**src/rtl/uart_tx_if.sv**
```systemverilog
// Parallel-side bundle of the UART transmitter: baud tick, start request and
// payload in, serial line and status out.
interface uart_tx_if #(
  parameter int NB_BITS = 8
);
  logic               i_tick;
  logic               i_tx_start;
  logic [NB_BITS-1:0] i_data;
  logic               o_tx;
  logic               o_tx_done;
  logic               o_busy;

  modport master (
    output i_tick, i_tx_start, i_data,
    input  o_tx, o_tx_done, o_busy
  );

  modport slave (
    input  i_tick, i_tx_start, i_data,
    output o_tx, o_tx_done, o_busy
  );
endinterface

```
**src/rtl/uart_tx.sv**
```systemverilog
// UART transmitter: start bit, NB_BITS data bits LSB first, SB_TICK-tick stop,
// all timed by a 16x oversample tick. Every output is a flop.
module uart_tx #(
  parameter int NB_BITS = 8,
  parameter int SB_TICK = 16
) (
  input  logic    i_clk,
  input  logic    i_rst,
  uart_tx_if.slave bus
);
  // Counter is 4 bits for normal bit cells but widens when the stop length exceeds 16 ticks.
  localparam int CNT_W = (SB_TICK > 16) ? $clog2(SB_TICK) : 4;
  localparam int IDX_W = (NB_BITS > 1) ? $clog2(NB_BITS) : 1;

  localparam logic [CNT_W-1:0] BIT_LAST  = CNT_W'(15);
  localparam logic [CNT_W-1:0] STOP_LAST = CNT_W'(SB_TICK - 1);
  localparam logic [IDX_W-1:0] IDX_LAST  = IDX_W'(NB_BITS - 1);

  typedef enum logic [1:0] {
    IDLE  = 2'd0,
    START = 2'd1,
    DATA  = 2'd2,
    STOP  = 2'd3
  } state_t;

  state_t             state_r;
  logic [CNT_W-1:0]   tick_cnt_r;
  logic [IDX_W-1:0]   bit_idx_r;
  logic [NB_BITS-1:0] shift_r;
  logic [NB_BITS-1:0] shift_next_s;
  logic               tx_r;
  logic               done_r;
  logic               busy_r;

  assign shift_next_s = shift_r >> 1;

  // Frame sequencer; the line level is decided together with each transition.
  always_ff @(posedge i_clk) begin
    if (i_rst) begin
      state_r    <= IDLE;
      tick_cnt_r <= '0;
      bit_idx_r  <= '0;
      shift_r    <= '0;
      tx_r       <= 1'b1;
      done_r     <= 1'b0;
      busy_r     <= 1'b0;
    end else begin
      done_r <= 1'b0;
      case (state_r)
        IDLE: begin
          // A tick coincident with acceptance is dropped: the counter restarts at 0.
          if (bus.i_tx_start) begin
            shift_r    <= bus.i_data;
            tick_cnt_r <= '0;
            state_r    <= START;
            tx_r       <= 1'b0;
            busy_r     <= 1'b1;
          end
        end
        START: begin
          if (bus.i_tick) begin
            if (tick_cnt_r == BIT_LAST) begin
              tick_cnt_r <= '0;
              bit_idx_r  <= '0;
              state_r    <= DATA;
              tx_r       <= shift_r[0];
            end else begin
              tick_cnt_r <= tick_cnt_r + CNT_W'(1);
            end
          end
        end
        DATA: begin
          if (bus.i_tick) begin
            if (tick_cnt_r == BIT_LAST) begin
              tick_cnt_r <= '0;
              shift_r    <= shift_next_s;
              if (bit_idx_r == IDX_LAST) begin
                state_r <= STOP;
                tx_r    <= 1'b1;
              end else begin
                bit_idx_r <= bit_idx_r + IDX_W'(1);
                tx_r      <= shift_next_s[0];
              end
            end else begin
              tick_cnt_r <= tick_cnt_r + CNT_W'(1);
            end
          end
        end
        STOP: begin
          if (bus.i_tick) begin
            if (tick_cnt_r == STOP_LAST) begin
              tick_cnt_r <= '0;
              state_r    <= IDLE;
              done_r     <= 1'b1;
              busy_r     <= 1'b0;
              tx_r       <= 1'b1;
            end else begin
              tick_cnt_r <= tick_cnt_r + CNT_W'(1);
            end
          end
        end
        default: begin
          state_r    <= IDLE;
          tick_cnt_r <= '0;
          tx_r       <= 1'b1;
          busy_r     <= 1'b0;
        end
      endcase
    end
  end

  assign bus.o_tx      = tx_r;
  assign bus.o_tx_done = done_r;
  assign bus.o_busy    = busy_r;
endmodule

```
**src/flat_wrapper.sv**
```systemverilog
// flat-port wrapper written by rule: the top's interface ports become plain ports
module uart_tx_flat 
#(
  parameter int NB_BITS = 8,
  parameter int SB_TICK = 16
)
  (i_clk, i_rst, bus_i_tick, bus_i_tx_start, bus_i_data, bus_o_tx, bus_o_tx_done, bus_o_busy);
  uart_tx_if #(.NB_BITS(NB_BITS)) bus_i ();
  input  logic i_clk;
  input  logic i_rst;
  input wire logic [$bits(bus_i.i_tick)-1:0] bus_i_tick;
  input wire logic [$bits(bus_i.i_tx_start)-1:0] bus_i_tx_start;
  input wire logic [$bits(bus_i.i_data)-1:0] bus_i_data;
  output wire logic [$bits(bus_i.o_tx)-1:0] bus_o_tx;
  output wire logic [$bits(bus_i.o_tx_done)-1:0] bus_o_tx_done;
  output wire logic [$bits(bus_i.o_busy)-1:0] bus_o_busy;
  assign bus_i.i_tick = bus_i_tick;
  assign bus_i.i_tx_start = bus_i_tx_start;
  assign bus_i.i_data = bus_i_data;
  assign bus_o_tx = bus_i.o_tx;
  assign bus_o_tx_done = bus_i.o_tx_done;
  assign bus_o_busy = bus_i.o_busy;
  uart_tx #(.NB_BITS(NB_BITS), .SB_TICK(SB_TICK)) u_core (.i_clk(i_clk), .i_rst(i_rst), .bus(bus_i));
endmodule
```
**config.mk**
```make
export PLATFORM = sky130hd
export DESIGN_NAME = uart_tx_flat
export DESIGN_NICKNAME = d
export VERILOG_FILES = /design/src/rtl/uart_tx_if.sv /design/src/rtl/uart_tx.sv /design/src/flat_wrapper.sv
export SDC_FILE = /design/constraint.sdc
export NUM_CORES = 1
export LEC_CHECK = 0
export ABC_CLOCK_PERIOD_IN_PS = 2550
export CORE_UTILIZATION = 57
export DETAILED_ROUTE_END_ITERATION = 16
export MAX_ROUTING_LAYER = met4
export PLACE_DENSITY = 0.83
export RECOVER_POWER = 25
export SLEW_MARGIN = 20
export SYNTH_ARGS = -nofsm -noshare
export SYNTH_HDL_FRONTEND = slang
export SYNTH_SLANG_ARGS = --single-unit
```
**constraint.sdc**
```tcl
create_clock -name i_clk -period 2.55 [get_ports i_clk]
set_input_delay 0.255 -clock i_clk [delete_from_list [all_inputs] [get_ports i_clk]]
set_output_delay 0.255 -clock i_clk [all_outputs]
set_load 0.02 [all_outputs]
```
==> results.cfg <==
[critical_path]
cp.required_ps = 2780
r2r_cells = 6
cp_top_family = compound AO/OA/AOI/OAI gates
path_buf_inv = 1
max_stage_delay_ps = 520
r2r_slack_ps = 540
crit_type = reg -> reg
worstPathMaxFanout = 15
crit_cells = 6
worstPathCellList = inv_1 > ha_1 > nor2b_1 > a211oi_4 > nor2_1 > a211oi_2
cp_slowest_cell = a211oi_4
arrival_ps = 2240
endpoint_kind = flip-flop
critPathLaunchType = flip-flop

[run]
drv_cap = 0

[cts]
cts_tree = built
cts_made_buffers = 3
ctsHoldBuffers = 0
cts_max_level = 1
path_clk_slew_ps = 110
post_cts_resized = 0
clock_sinks = 20
clk_path_buf_depth = 2
cts_root_buf = clkbuf_4
postCtsSetupBuffers = 0
clock_latency_ps = 300

[detailed_routing]
avgRoutedWirePerCell_um = 13.0
viasPerCell = 5.43
antenna_left = 0
vias = 853
drtIter0Drc = 17
wirelength_mm = 2.04
first_pass_iters = 4
drc = 0

[synthesis]
synthCells = 119
avgSynthCellArea_um2 = 9.01
synth_nets = 138
ys_seq_area_frac = 0.373
ys_ff_latch = 20
synth_warnings = 0
ys_types = 32
synth-edff-count = 0
async_reset_ff_frac = 0
synth_ff_type = dfxtp_1
synth_area_mm2 = 0.00107

[sta]
slew_viol_final = 0
finalHoldViolCount = 0
fin_crit_sh = 0.788
clock.fmax_mhz = 498
tightest_slew_ps = 607
clock_skew_ps = 4.15
rsz0062_at_grt = no
min_period_ps = 2010
maxSlewHeadroom = 0.594
setup_tns_ps = 0
setup_viol = 0

[die]
dieArea_mm2 = 0.00206
die_y_um = 45.4
row_count = 15
fp.coreArea_mm2 = 0.00175
die_w_um = 45.4
initial_core_util = 0.614
io_pins = 15

[power_and_ir_drop]
p_leak_uw = 0.000502
power_density_mw_per_mm2 = 969
ir_worst_vdd_mv = 0.559

[grt]
antenna_found_initial = 0
grt_pass1_wl_mm = 3.41
grt_max_degree = 16
grt_pass1_vias = 802
gr-total-overflow = 0
grt_use_total = 0.237

[finish]
final_cells = 157
diodes = 0
num-fill-cells = 135
drive_gt1_frac = 0.0909
syn_to_final_growth_pct = 17.3
regArea_um2 = 400
multi_input_area_um2 = 619
final_nets = 152

[place]
gp_congestion = 0.788
portBuffers = 14
dp_hpwl_mm = 1.52
dp.cells = 153

[run_status]
status = finished, final reports clean

[hold_path]
holdPathStages = 2
min_path_type = reg -> reg
==> flip-flops by register name (all words and copies together), names as in the netlist <==
register and flops:
u_core.bus.o_tx 1, u_core.tick_cnt_r 4, u_core.bit_idx_r 3, u_core.shift_r 8
u_core.bus.o_tx_done 1, u_core.state_r 2, u_core.bus.o_busy 1
==> through the flow <==
stage / total power (uW) / setup slack (ps) / utilization / cell area, um2 / hold slack [ps]
2_1_floorplan: 942 / 1020 / - / 1070 / 422
3_3_place_gp: 1020 / 529 / 0.700 / 1220 / 448
3_5_place_dp: 1050 / 436 / 0.700 / 1220 / 463
4_1_cts: 1230 / 524 / 0.720 / 1260 / 480
5_1_grt: 1320 / 309 / 0.720 / 1260 / 506
6_report: 1220 / 541 / 0.720 / 1260 / 482
==> power breakdown <==
group	switching (uW)	internal, uW	leakage [uW]	total (uW)
Sequential	49.6	390	0.000164	439
Combinational	342	256	0.000317	598
Clock	93.9	87.0	0.0000210	181
Total	486	732	0.000502	1220
==> layout by cell type (no fill, tap or decap), drive strengths merged, types with 4 or more instances in the layout <==
cell / Yosys / routed
mux2i: 8 / 8
nand2: 5 / 5
inv: 4 / 4
clkbuf: 3 / 4
nor2: 15 / 15
o21ai: 6 / 6
a211oi: 8 / 8
dfxtp: 20 / 20
ha: 7 / 7
clkdlybuf4s50: 0 / 11
a21oi: 12 / 12
==> tightest hold or removal path, delay by kind of cell (launching register included) <==
kind | cells | cell delay (ps)
compound gates | 1 | 50
flops | 1 | 330
simple gates | 1 | 60
==> cell families (layout without fill, tap and decap cells) <==
family | after synthesis | in the layout | synth area share
simple gates | 40 | 40 | 0.203
compound gates | 33 | 33 | 0.218
flops | 20 | 20 | 0.373
buf+inv | 11 | 24 | 0.0490
mux | 8 | 8 | 0.0747
fa+ha+maj | 7 | 7 | 0.0817
==> routing by layer <==
layer  global-route usage  wire [um]  up-vias
met5                    -          0        -
met4               0.0909         13        0
met3               0.0357         57        2
met2                0.394        980       17
met1                0.287        990      380
li1                     -          -      454
==> area by class of cell <==
cell class	instances	share of cell area
Clock buffer	4	0.0289
Inverter	4	0.0119
Multi-Input combinational cell	88	0.493
Sequential cell	20	0.318
Tap cell	25	0.0249
Timing Repair Buffer	16	0.123
==> final timing paths <==
path,end,startpoint
worst max register to register,u_core.shift_r[3]$_SDFFE_PP0P_,u_core.state_r[0]$_SDFFE_PP0P_
worst min-delay path,u_core.bit_idx_r[2]$_SDFFE_PP0P_,u_core.bit_idx_r[2]$_SDFFE_PP0P_
worst max-delay path,u_core.shift_r[3]$_SDFFE_PP0P_,u_core.state_r[0]$_SDFFE_PP0P_
worst min register to register,u_core.bit_idx_r[2]$_SDFFE_PP0P_,u_core.bit_idx_r[2]$_SDFFE_PP0P_
==> cell usage after synthesis (2+ instances only) <==
cell type,instances,share of area
dfxtp_1,20,0.37
nor2_1,15,0.053
a21oi_1,12,0.056
mux2i_1,8,0.075
ha_1,7,0.082
o21ai_0,6,0.028
nand2_1,5,0.018
a211oi_1,4,0.028
inv_1,4,0.014
a211oi_2,3,0.035
and3_1,3,0.018
buf_2,3,0.014
clkbuf_1,3,0.011
nand3_1,3,0.014
nor2b_1,3,0.018
nand4_1,2,0.012
nor3_1,2,0.0093
o21bai_1,2,0.014
No activity file was read; power rests on OpenSTA's default activity.
